**src/rtl/wb_arbiter_pkg.sv**
```systemverilog
// Shared constants and helpers for the write-back arbiter.
// WORD/W_OPR size the result bus, W_RD sizes the register address,
// DEFAULT_N_REQ is the default requester count, clog2 sizes the pointer.
package wb_arbiter_pkg;

    localparam int WORD          = 32;
    localparam int W_RD          = 4;
    localparam int W_OPR         = WORD;
    localparam int DEFAULT_N_REQ = 4;

    // Smallest r with 2**r >= n; callers guarantee n >= 2 so r >= 1.
    function automatic int clog2(input int n);
        int r;
        r = 0;
        while ((1 << r) < n) begin
            r = r + 1;
        end
        return r;
    endfunction

endpackage

```
**src/rtl/wb_arbiter_rr_pick.sv**
```systemverilog
// Combinational round-robin picker: returns the first set bit of valid
// found by scanning upward from ptr with wrap, as a one-hot grant plus
// its binary index. Grant is zero when no bit is set.
module wb_arbiter_rr_pick
    import wb_arbiter_pkg::*;
#(
    parameter int N_REQ = DEFAULT_N_REQ,
    parameter int PTR_W = clog2(N_REQ)
) (
    input  logic [N_REQ-1:0] valid,
    input  logic [PTR_W-1:0] ptr,
    output logic [N_REQ-1:0] grant,
    output logic [PTR_W-1:0] idx
);

    logic             found;
    logic [PTR_W-1:0] cand;

    // Scan N_REQ candidates starting at ptr; the first valid one wins.
    always_comb begin
        grant = '0;
        idx   = '0;
        found = 1'b0;
        cand  = '0;
        for (int k = 0; k < N_REQ; k++) begin
            cand = PTR_W'((int'(ptr) + k) % N_REQ);
            if (!found && valid[cand]) begin
                found       = 1'b1;
                grant[cand] = 1'b1;
                idx         = cand;
            end
        end
    end

endmodule

```
**src/rtl/wb_arbiter.sv**
```systemverilog
// Round-robin arbiter for the register file's single write-back port.
// Optional feature macro: WB_ARB_R0_DROP_EN -- when defined, a request to
// register 0 is accepted normally but does not raise wb_o.
//
// Handshake: requester i transfers when req_v_i[i] and req_ready_o[i] are
// both high at a rising clk edge; the requester holds valid, register and
// result stable until then. req_ready_o is combinational, one-hot or zero,
// and zero during reset or while wb_hold_i is high.
module wb_arbiter
    import wb_arbiter_pkg::*;
#(
    parameter int N_REQ = DEFAULT_N_REQ
) (
    input  logic                   clk,
    input  logic                   reset,
    input  logic [N_REQ-1:0]       req_v_i,
    input  logic [N_REQ*W_RD-1:0]  req_r_i,
    input  logic [N_REQ*W_OPR-1:0] req_result_i,
    output logic [N_REQ-1:0]       req_ready_o,
    input  logic                   wb_hold_i,
    output logic                   wb_o,
    output logic [W_RD-1:0]        wb_r_o,
    output logic [W_OPR-1:0]       result_o
);

    localparam int PTR_W = clog2(N_REQ);

    logic [PTR_W-1:0] ptr;
    logic [N_REQ-1:0] pick_grant;
    logic [PTR_W-1:0] pick_idx;
    logic             grant_any;
    logic [W_RD-1:0]  sel_r;
    logic [W_OPR-1:0] sel_result;
    logic             sel_wb;

    wb_arbiter_rr_pick #(
        .N_REQ (N_REQ),
        .PTR_W (PTR_W)
    ) u_pick (
        .valid (req_v_i),
        .ptr   (ptr),
        .grant (pick_grant),
        .idx   (pick_idx)
    );

    // Hold and reset both suppress the grant without disturbing the pick.
    assign req_ready_o = (reset || wb_hold_i) ? '0 : pick_grant;
    assign grant_any   = |req_ready_o;

    assign sel_r      = req_r_i[pick_idx*W_RD +: W_RD];
    assign sel_result = req_result_i[pick_idx*W_OPR +: W_OPR];

`ifdef WB_ARB_R0_DROP_EN
    // Register 0 is hard-wired in the register file; accept but do not strobe.
    assign sel_wb = (sel_r != '0);
`else
    assign sel_wb = 1'b1;
`endif

    // Pointer moves to one past the granted index, wrapping at N_REQ.
    always_ff @(posedge clk) begin
        if (reset) begin
            ptr <= '0;
        end else if (grant_any) begin
            ptr <= (pick_idx == PTR_W'(N_REQ - 1)) ? '0 : pick_idx + 1'b1;
        end
    end

    // Write-back register: strobe for one cycle per grant, data holds otherwise.
    always_ff @(posedge clk) begin
        if (reset) begin
            wb_o     <= 1'b0;
            wb_r_o   <= '0;
            result_o <= '0;
        end else if (grant_any) begin
            wb_o     <= sel_wb;
            wb_r_o   <= sel_r;
            result_o <= sel_result;
        end else begin
            wb_o     <= 1'b0;
        end
    end

endmodule

```
**config.mk**
```make
export PLATFORM = sky130hd
export DESIGN_NAME = wb_arbiter
export DESIGN_NICKNAME = d
export VERILOG_FILES = /design/src/rtl/wb_arbiter_pkg.sv /design/src/rtl/wb_arbiter_rr_pick.sv /design/src/rtl/wb_arbiter.sv
export SDC_FILE = /design/constraint.sdc
export NUM_CORES = 1
export LEC_CHECK = 0
export ABC_CLOCK_PERIOD_IN_PS = 3840
export BUFFER_PORTS_ARGS = -buffer_cell sky130_fd_sc_hd__buf_2
export CORE_MARGIN = 2
export CORE_UTILIZATION = 45
export DETAILED_ROUTE_END_ITERATION = 7
export PLACE_DENSITY = 0.78
export RECOVER_POWER = 25
export SYNTH_ARGS = -nofsm -noshare
export SYNTH_HDL_FRONTEND = slang
export SYNTH_SLANG_ARGS = --single-unit
```
**constraint.sdc**
```tcl
create_clock -name clk -period 3.84 [get_ports clk]
set_input_delay 0.576 -clock clk [delete_from_list [all_inputs] [get_ports clk]]
set_output_delay 0.576 -clock clk [all_outputs]
set_load 0.01 [all_outputs]
```
-- Word-level counts from Yosys, hierarchy flattened
Cells that the tools add are included.
- reductions and logical operators: 12
- shift operators: 2
- multipliers: 0
- $lt $le $gt $ge: 8
- add/sub/neg operators: 4
- bitwise logic cells: 3
- mux-type cells: 30
- equal/unequal tests: 1
- div/mod/pow operators: 0
- operator list (kind ; number):
    $shiftx 128x8->32 ; 1
    $mux 4 ; 5
    $shiftx 16x5->4 ; 1
    $lt 2x3->1 const B ; 4
    $mux 1 ; 12
    $or 4x4->4 ; 3
    $mux 2 ; 5
    $bmux 1 s2 ; 4
    $demux 1 s2 ; 4
    $ge 2x1->1 const B ; 4
    $logic_and 1x1->1 ; 7
    $add 2x1->2 const B ; 2
    $add 2x2->2 const B ; 2
    $reduce_or 4->1 ; 1
    $logic_not 1->1 ; 3
    $eq 2x2->1 const B ; 1
    $logic_or 1x1->1 ; 1
- ROM bits: 0
- memory bits (writable): 0
- word-level logic and storage cells: 64
- input bits: 151
- bits in registers: 39
- latch bits: 0
- memories: 0

-- Longest topological paths before layout
Gate-level depths: netlist of run 1.
- depth after elaboration: 15
- gate-level depth with buffers: 13

-- Cells and area by module
From an unflattened synthesis of run 1, not the netlist that was laid out.
- cell total of the unflattened synthesis: 191
- area total of the unflattened synthesis: 2555.0 µm²
- modules (own cells, without submodules) (module ; instances ; sequential area each (µm²) ; area an instance (µm²) ; cells each):
    wb_arbiter ; 1 ; 780.7 ; 2115.8 ; 143
    wb_arbiter_rr_pick ; 1 ; 0.0 ; 439.2 ; 48

-- Least setup slack after synthesis of run 1
OpenSTA, ideal clock, no wires.
- path type: register to register
- start point: register ptr[0]
- end point: register result_o[5]
- path slack: 542 ps
- library setup time: 60 ps
- required time: 3780 ps
- stages on the path, launching flop included: 12
- data arrival time: 3238 ps
- clock period less this slack: 3298 ps
- buffers on the path: 3
- cells stage by stage: dfxtp_1 > buf_2 > inv_1 > ha_1 > buf_2 > o21ai_0 > a21oi_1 > a2111oi_4 > clkbuf_1 > mux2_2 > o32ai_1 > a22o_1
- word-level cells in the longest chain between the ends: 14
- elaborated cells on any way between the ends: 54
- those cells by class: add/sub: 3; order compare: 8; shift: 1; mux: 28; bitwise: 3; reduce/logical: 11
- RTL lines (item ; line ; text):
    from (decl) ; wb_arbiter.sv:28 ; logic [PTR_W-1:0] ptr;
    from (signal assigned) ; wb_arbiter.sv:65 ; ptr <= (pick_idx == PTR_W'(N_REQ - 1)) ? '0 : pick_idx + 1'b1;
    parallel branches: the longest is 14 deep, another holds $add 2x1->2 ; -- ;
    to (signal assigned) ; wb_arbiter.sv:78 ; result_o <= sel_result;
    to (decl) ; wb_arbiter.sv:23 ; output logic [W_OPR-1:0] result_o
Parallel ways; which one is timed is not known. The select of a mux whose other input is x is not followed.
A chain may end at the register's enable or synchronous reset.

-- Worst setup path after layout of run 1
- start point: register ptr[1]
- end point: output port req_ready_o[1]
- word-level cells in the longest chain between the ends: 13
- elaborated cells on any way between the ends: 48
- those cells by class: add/sub: 3; order compare: 8; mux: 24; bitwise: 3; reduce/logical: 10
- RTL lines (item ; line ; text):
    parallel branches: the longest is 11 deep, another holds $lt 2x3->1 ; -- ;
    $mux 4 * ; wb_arbiter_rr_pick.sv:27 ; if (!found && valid[cand]) begin
    $mux 4 * ; wb_arbiter.sv:47 ; assign req_ready_o = (reset || wb_hold_i) ? '0 : pick_grant;
    to (decl) ; wb_arbiter.sv:19 ; output logic [N_REQ-1:0] req_ready_o,
Mark *: on every way between the ends. The select of a mux whose other input is x is not followed.

==> results of run 1 <==
-- power by group through the flow --
stage          Combinational (mW)  Clock (mW)  Sequential (mW)
6_report                     3.97       0.272            0.725
3_3_place_gp                 3.82           0            0.725
5_1_grt                      4.31       0.300            0.746
2_1_floorplan                3.00           0            0.795
3_5_place_dp                 3.96           0            0.722
4_1_cts                      3.97       0.282            0.719
-- cell families (layout without fill, tap and decap cells) --
logic type,count (synthesis),after routing,synth area share (%)
AO/OA/AOI/OAI,245,245,43.2
XOR/XNOR,1,1,0.203
adder cells (fa/ha/maj),7,7,2.03
buffers and inverters,64,219,7.06
flip-flops,39,39,18.1
multiplexers,83,83,21.3
AND/OR/NAND/NOR,67,67,8.14
-- synth_stat cells, types with 2 or more instances --
master,instances,area share (%)
a31oi_1,3,0.44
mux4_2,3,1.6
buf_2,27,3.1
o32ai_1,35,7.1
a2111oi_4,2,1.3
and2_1,2,0.29
mux2_1,2,0.52
a21oi_1,76,8.8
a221o_1,2,0.46
nor3_1,37,4.3
buf_6,2,0.52
mux2i_1,42,9.8
nand2_1,9,0.78
a22o_1,72,15
ha_1,7,2.0
dfxtp_1,39,18
or2_2,3,0.44
mux2_2,36,9.4
a211oi_1,37,6.4
clkbuf_1,30,2.6
nor2_1,5,0.44
o21ai_1,2,0.23
nor2b_1,3,0.44
nand3b_1,2,0.35
o21ai_0,3,0.35
inv_1,3,0.26
-- registers in the layout, indices dropped and copies added, names as in the netlist --
| signal | cells |
|---|---|
| result_o | 32 |
| wb_r_o | 4 |
| wb_o | 1 |
| ptr | 2 |
-- metal layers --
layer / part of all wire [%] / global-route usage [%] / routed length (microns) / up-vias
met5: 0 / 0 / 0 / -
met4: 1.8 / 7.49 / 260 / 0
met3: 8.3 / 7.25 / 1180 / 22
met2: 49 / 46.3 / 6900 / 249
met1: 41 / 31.6 / 5870 / 2378
li1: - / - / - / 2378
-- area by class of cell --
class	count	area, sq um
tap	129	161
inverter	3	11.3
sequential	39	782
timing repair buffer	208	1100
fill	893	3910
multi-input combinational	403	3250
clock inverter	1	5.00
clock buffer	7	76.3
-- worst register-to-register path, delay by kind of cell, from the launching register on --
family	cells	cell delay [ps]
AOI/OAI and AO/OA	3	650
adders and majority gates	1	490
buffers and inverters	2	590
DFF	1	470
muxes	2	650
and+or+nand+nor	1	260
-- cell usage in the layout, fill, tap and decap left out, types with 2 or more instances in the layout --
cell type,instances
a2111oi_4,2
a211oi_1,37
a21oi_1,76
a221o_1,2
a22o_1,72
a31oi_1,3
and2_1,2
buf_12,3
buf_2,171
buf_4,14
clkbuf_1,22
clkbuf_8,5
dfxtp_1,38
ha_1,6
inv_1,3
mux2_1,2
mux2_2,36
mux2i_1,42
mux4_2,3
nand2_1,9
nand3b_1,2
nor2_1,5
nor2b_1,3
nor3_1,37
o21ai_0,3
o32ai_1,35
or2_2,3
-- how the worst max path moves through the flow --
stage                              startpoint                       end  slack [ps]  cells past startpoint
after CTS                 ptr[1]$_SDFFE_PP0P_            req_ready_o[2]         240                      7
after floorplan           ptr[0]$_SDFFE_PP0P_  result_o[5]$_SDFFE_PP0P_         540                     11
after global routing      ptr[1]$_SDFFE_PP0P_            req_ready_o[1]         210                      8
final                     ptr[1]$_SDFFE_PP0P_            req_ready_o[1]         440                      8
after global placement    ptr[1]$_SDFFE_PP0P_  result_o[2]$_SDFFE_PP0P_         630                      9
after detailed placement  ptr[1]$_SDFFE_PP0P_       ptr[1]$_SDFFE_PP0P_         500                      9
-- through the flow --
stage / worst slack, ps / cells / instance area [sq um] / power, mW / hold WS, ps
after floorplan: 542 / 506 / 4310 / 3.80 / 479
after detailed placement: 499 / 782 / 5320 / 4.68 / 460
final: 440 / 790 / 5380 / 4.97 / 481
after global routing: 208 / 790 / 5380 / 5.36 / 497
after global placement: 628 / 782 / 5320 / 4.54 / 451
after CTS: 243 / 790 / 5400 / 4.97 / 484
==> impl_metrics.py, run 1 <==
metrics = {
    "clocking": {
        "ctsResizeCount": 0,
        "cts.sinks": 39,
        "clk_pin_slew_ps": 80,
        "cts_setup_buffers": 0,
        "ctsLongestPathBuffers": 2,
        "numCtsBuffers": 5,
        "cts.htree.levels": 2,
        "insertion_delay_ps": 290,
        "cts_root_buf": "clkbuf_8",
        "cts-hold-fix-buffers": 0,
        "cts_tree": "built",
    },
    "worst_setup_path": {
        "r2r-start": "ptr[1]$_SDFFE_PP0P_",
        "crit_fanout": 13,
        "critPathLaunchType": "register",
        "reg2reg_to": "ptr[1]$_SDFFE_PP0P_",
        "crit_required_ps": 3260,
        "path_delay_family": "multiplexers",
        "cpMaxStageDelayCell": "ha_2",
        "cp_cell_sequence": "inv_1, ha_2, mux4_2, nor2b_1, a22o_1, mux2i_1, a211oi_1, buf_2",
        "criticalPathCategory": "reg -> out",
        "r2r_setup_slack_ps": 660,
        "crit_path_end_kind": "output port",
        "cp_slowest_stage_delay_ps": 490,
        "critical_path_arrival_ps": 2820,
        "cp.buffers_inverters": 2,
        "reg2reg_depth": 9,
    },
    "cells_and_area": {
        "drive_gt1_share_pct": 37.4,
        "nets": 818,
        "n_antenna_cell": 0,
        "area_delta_synth_final_pct": 24.9,
        "final_core_util_pct": 57.9,
    },
    "timing": {
        "fin_setup_tns_ps": 0,
        "worst_pin_slew_ps": 737,
        "worst_slew_margin_rel_pct": 50.2,
        "maxSlewViolCount": 0,
        "setup_violations": 0,
        "fin_crit_sh_pct": 88.5,
        "grt_setup_unrepaired": "no",
        "hold_viol": 0,
        "fin_crit_ps": 3400,
        "finClkSkew_ps": 6.52,
        "fmax_mhz": 294,
    },
    "grt": {
        "grt_pass1_wl_mm": 22.3,
        "grt_max_degree": 85,
        "grt-ovfl-total": 0,
        "grt_usage_pct": 26.4,
        "grt_antenna_before_repair": 0,
        "grt_pass1_vias": 4734,
    },
    "pwr": {
        "internal-power_mw": 2.52,
        "seqPwrFrac_pct": 14.6,
        "p_per_area_mw_per_mm2": 925,
        "ir_drop_mv": 0.472,
        "switching_power_mw": 2.45,
        "power_frac_comb_pct": 79.9,
        "p_sw_share_pct": 49.3,
        "clockPowerShare_pct": 5.5,
        "leakagePower_nw": 2.26,
    },
    "floorplan": {
        "die-height_microns": 102,
        "die_area_sq_mm": 0.0104,
        "die_w_microns": 102,
        "ios": 192,
        "start_util_pct": 46.4,
        "core_sq_mm": 0.00928,
        "rows": 35,
    },
    "placement": {
        "hpwlAfterDp_mm": 10.0,
        "gp_congestion": 0.992,
        "io_buffers": 191,
    },
    "route": {
        "wl_per_cell_microns": 18.0,
        "dr.pass1.iters": 5,
        "ant_nets": 0,
        "vias": 5027,
        "drc_errors": 0,
        "wl_mm": 14.2,
        "viasPerCell": 6.36,
        "drt_iter0_markers": 247,
    },
    "synthesis": {
        "ys_seq_elements": 39,
        "synth_cells": 506,
        "synth_edf_count": 0,
        "ys_seq_area_share_pct": 18.1,
        "netlist_area_sq_mm": 0.00431,
        "synth-async-reset-ratio_pct": 0,
        "syn-num-nets": 664,
        "synth_area_per_cell_sq_um": 8.51,
        "yosysWarnings": 0,
        "ys.flop_type": "dfxtp_1",
        "ys_types": 48,
    },
    "job": {
        "maxCapViolCount": 0,
    },
    "hold_path": {
        "min_to": "result_o[31]$_SDFFE_PP0P_",
        "hold_path.startpoint": "result_o[31]$_SDFFE_PP0P_",
        "min_delay_path_depth": 1,
        "hp-class": "reg -> reg",
    },
    "outcome": {
        "status": "finished clean",
    },
}
Note: power is estimated with default switching activity, not from simulation.
==> run 2: changes to the inputs <==
--- a/config.mk
+++ b/config.mk
@@ -9,6 +9,8 @@
 export BUFFER_PORTS_ARGS = -buffer_cell sky130_fd_sc_hd__buf_2
 export CORE_MARGIN = 2
 export CORE_UTILIZATION = 45
+export CTS_BUF_LIST = sky130_fd_sc_hd__clkbuf_4
+export CTS_CLUSTER_DIAMETER = 50
 export DETAILED_ROUTE_END_ITERATION = 7
 export PLACE_DENSITY = 0.78
 export RECOVER_POWER = 25
==> impl_metrics.py, run 2 (synthesis gave the netlist of run 1 again) <==
metrics = {
    "outcome": {
        "status": "finished clean",
    },
    "timing": {
        "fin_setup_tns_ps": 0,
        "hold_viol": 0,
        "fin_crit_sh_pct": 92.1,
        "maxSlewViolCount": 0,
        "setup_violations": 0,
        "fmax_mhz": 283,
        "finClkSkew_ps": 6.19,
        "fin_crit_ps": 3540,
        "grt_setup_unrepaired": "no",
        "postLayoutSetupSlackWorst_ps": 302,
        "worst_pin_slew_ps": 734,
        "worst_slew_margin_rel_pct": 50.4,
    },
    "cells_and_area": {
        "regMostFlops": "result_o",
        "final_cell_mix": "buf_2 (171), a21oi_1 (76), a22o_1 (72)",
        "n_antenna_cell": 0,
        "area_delta_synth_final_pct": 24.3,
        "layout_commonest_cell": "buf_2",
        "nets": 818,
        "largest_register_ffs": 32,
        "drive_gt1_share_pct": 37.5,
        "reg_top3": "result_o: 32 flops, wb_r_o: 4 flops, ptr: 2 flops",
        "fin_area_sq_mm": 0.00535,
    },
    "grt": {
        "grt-ovfl-total": 0,
        "grt_usage_pct": 26.2,
        "grt_pass1_wl_mm": 22.3,
        "grt_pass1_vias": 4732,
        "grt_antenna_before_repair": 0,
        "grt_max_degree": 85,
    },
    "clocking": {
        "insertion_delay_ps": 340,
        "cts_tree": "built",
        "ctsResizeCount": 0,
        "cts_setup_buffers": 0,
        "cts-hold-fix-buffers": 0,
        "clk_pin_slew_ps": 120,
        "ctsLongestPathBuffers": 2,
        "numCtsBuffers": 5,
        "cts.htree.levels": 2,
        "cts_root_buf": "clkbuf_4",
        "cts.sinks": 39,
    },
    "floorplan": {
        "core_sq_mm": 0.00928,
        "die_area_sq_mm": 0.0104,
        "ios": 192,
        "die_w_microns": 102,
        "rows": 35,
        "die-height_microns": 102,
        "start_util_pct": 46.4,
    },
    "route": {
        "dr.pass1.iters": 5,
        "drc_errors": 0,
        "vias": 5042,
        "ant_nets": 0,
        "wl_per_cell_microns": 17.9,
        "drt_iter0_markers": 233,
        "wl_mm": 14.2,
        "viasPerCell": 6.38,
    },
    "worst_setup_path": {
        "crit_required_ps": 3260,
        "criticalPathCategory": "reg -> out",
        "crit_path_end_kind": "output port",
        "crit_fanout": 13,
        "critPathLaunchType": "register",
        "critical_path_arrival_ps": 2960,
    },
    "placement": {
        "gp_congestion": 0.992,
        "hpwlAfterDp_mm": 10.0,
        "post-place-ws_ps": 499,
        "io_buffers": 191,
        "post_dp_cell_area_sq_mm": 0.00532,
    },
    "job": {
        "maxCapViolCount": 0,
    },
    "pwr": {
        "p_per_area_mw_per_mm2": 918,
        "leakagePower_nw": 2.26,
        "ir_drop_mv": 0.459,
    },
    "hold_path": {
        "hp-class": "reg -> reg",
    },
}
[run 2: cell count changes in the layout (fill, tap and decap cells not counted)]
| cell | before | now |
|---|---|---|
| clkbuf_1 | 22 | 20 |
| ha_1 | 6 | 7 |
| ha_2 | 1 | 0 |
| clkbuf_4 | 0 | 7 |
| clkbuf_8 | 5 | 0 |
[run 2: power breakdown]
group	internal (mW)	switching, mW	total, mW
clock network	0.0857	0.135	0.221
logic	1.79	2.18	3.97
registers	0.599	0.125	0.724
total	2.47	2.44	4.91
[run 2: final cells by class]
class,count,area [sq um]
inverter,3,11.3
tap,129,161
timing repair buffer,208,1100
clock buffer,7,52.6
fill,898,3930
multi-input combinational,403,3240
sequential,39,782
clock inverter,1,5.00
[run 2: final timing paths]
kind,depth (start not counted),slack [ps],to,start
setup / recovery,8,300,req_ready_o[1],ptr[1]$_SDFFE_PP0P_
hold / removal,2,490,wb_r_o[3]$_SDFFE_PP0P_,wb_r_o[3]$_SDFFE_PP0P_
setup reg to reg,9,590,ptr[1]$_SDFFE_PP0P_,ptr[1]$_SDFFE_PP0P_
hold reg to reg,2,490,wb_r_o[3]$_SDFFE_PP0P_,wb_r_o[3]$_SDFFE_PP0P_
[run 2: worst max-delay path, cell delays in order, from the launching register on]
cell and delay [ps]:
dfxtp_2 480, inv_1 160, ha_1 540, mux4_2 430, nor2b_1 250, a22o_1 180
mux2i_1 160, a211oi_1 240, buf_2 170
[run 2: metrics by stage]
stage / cells / power, mW / hold WS (ps) / util, %
final: 790 / 4.91 / 486 / 57.6
after detailed placement: 782 / 4.68 / 460 / 57.3
after global routing: 790 / 5.30 / 508 / 57.6
after global placement: 782 / 4.54 / 451 / 57.3
after CTS: 790 / 4.92 / 494 / 57.9
after floorplan: 506 / 3.80 / 479 / -
[run 2: per-layer routing]
metal	routed length, microns	GRT usage [%]	up-vias
met5	0	0	-
met4	261	7.08	0
met3	1260	6.77	30
met2	6910	46.4	253
met1	5720	31.5	2383
li1	-	-	2376
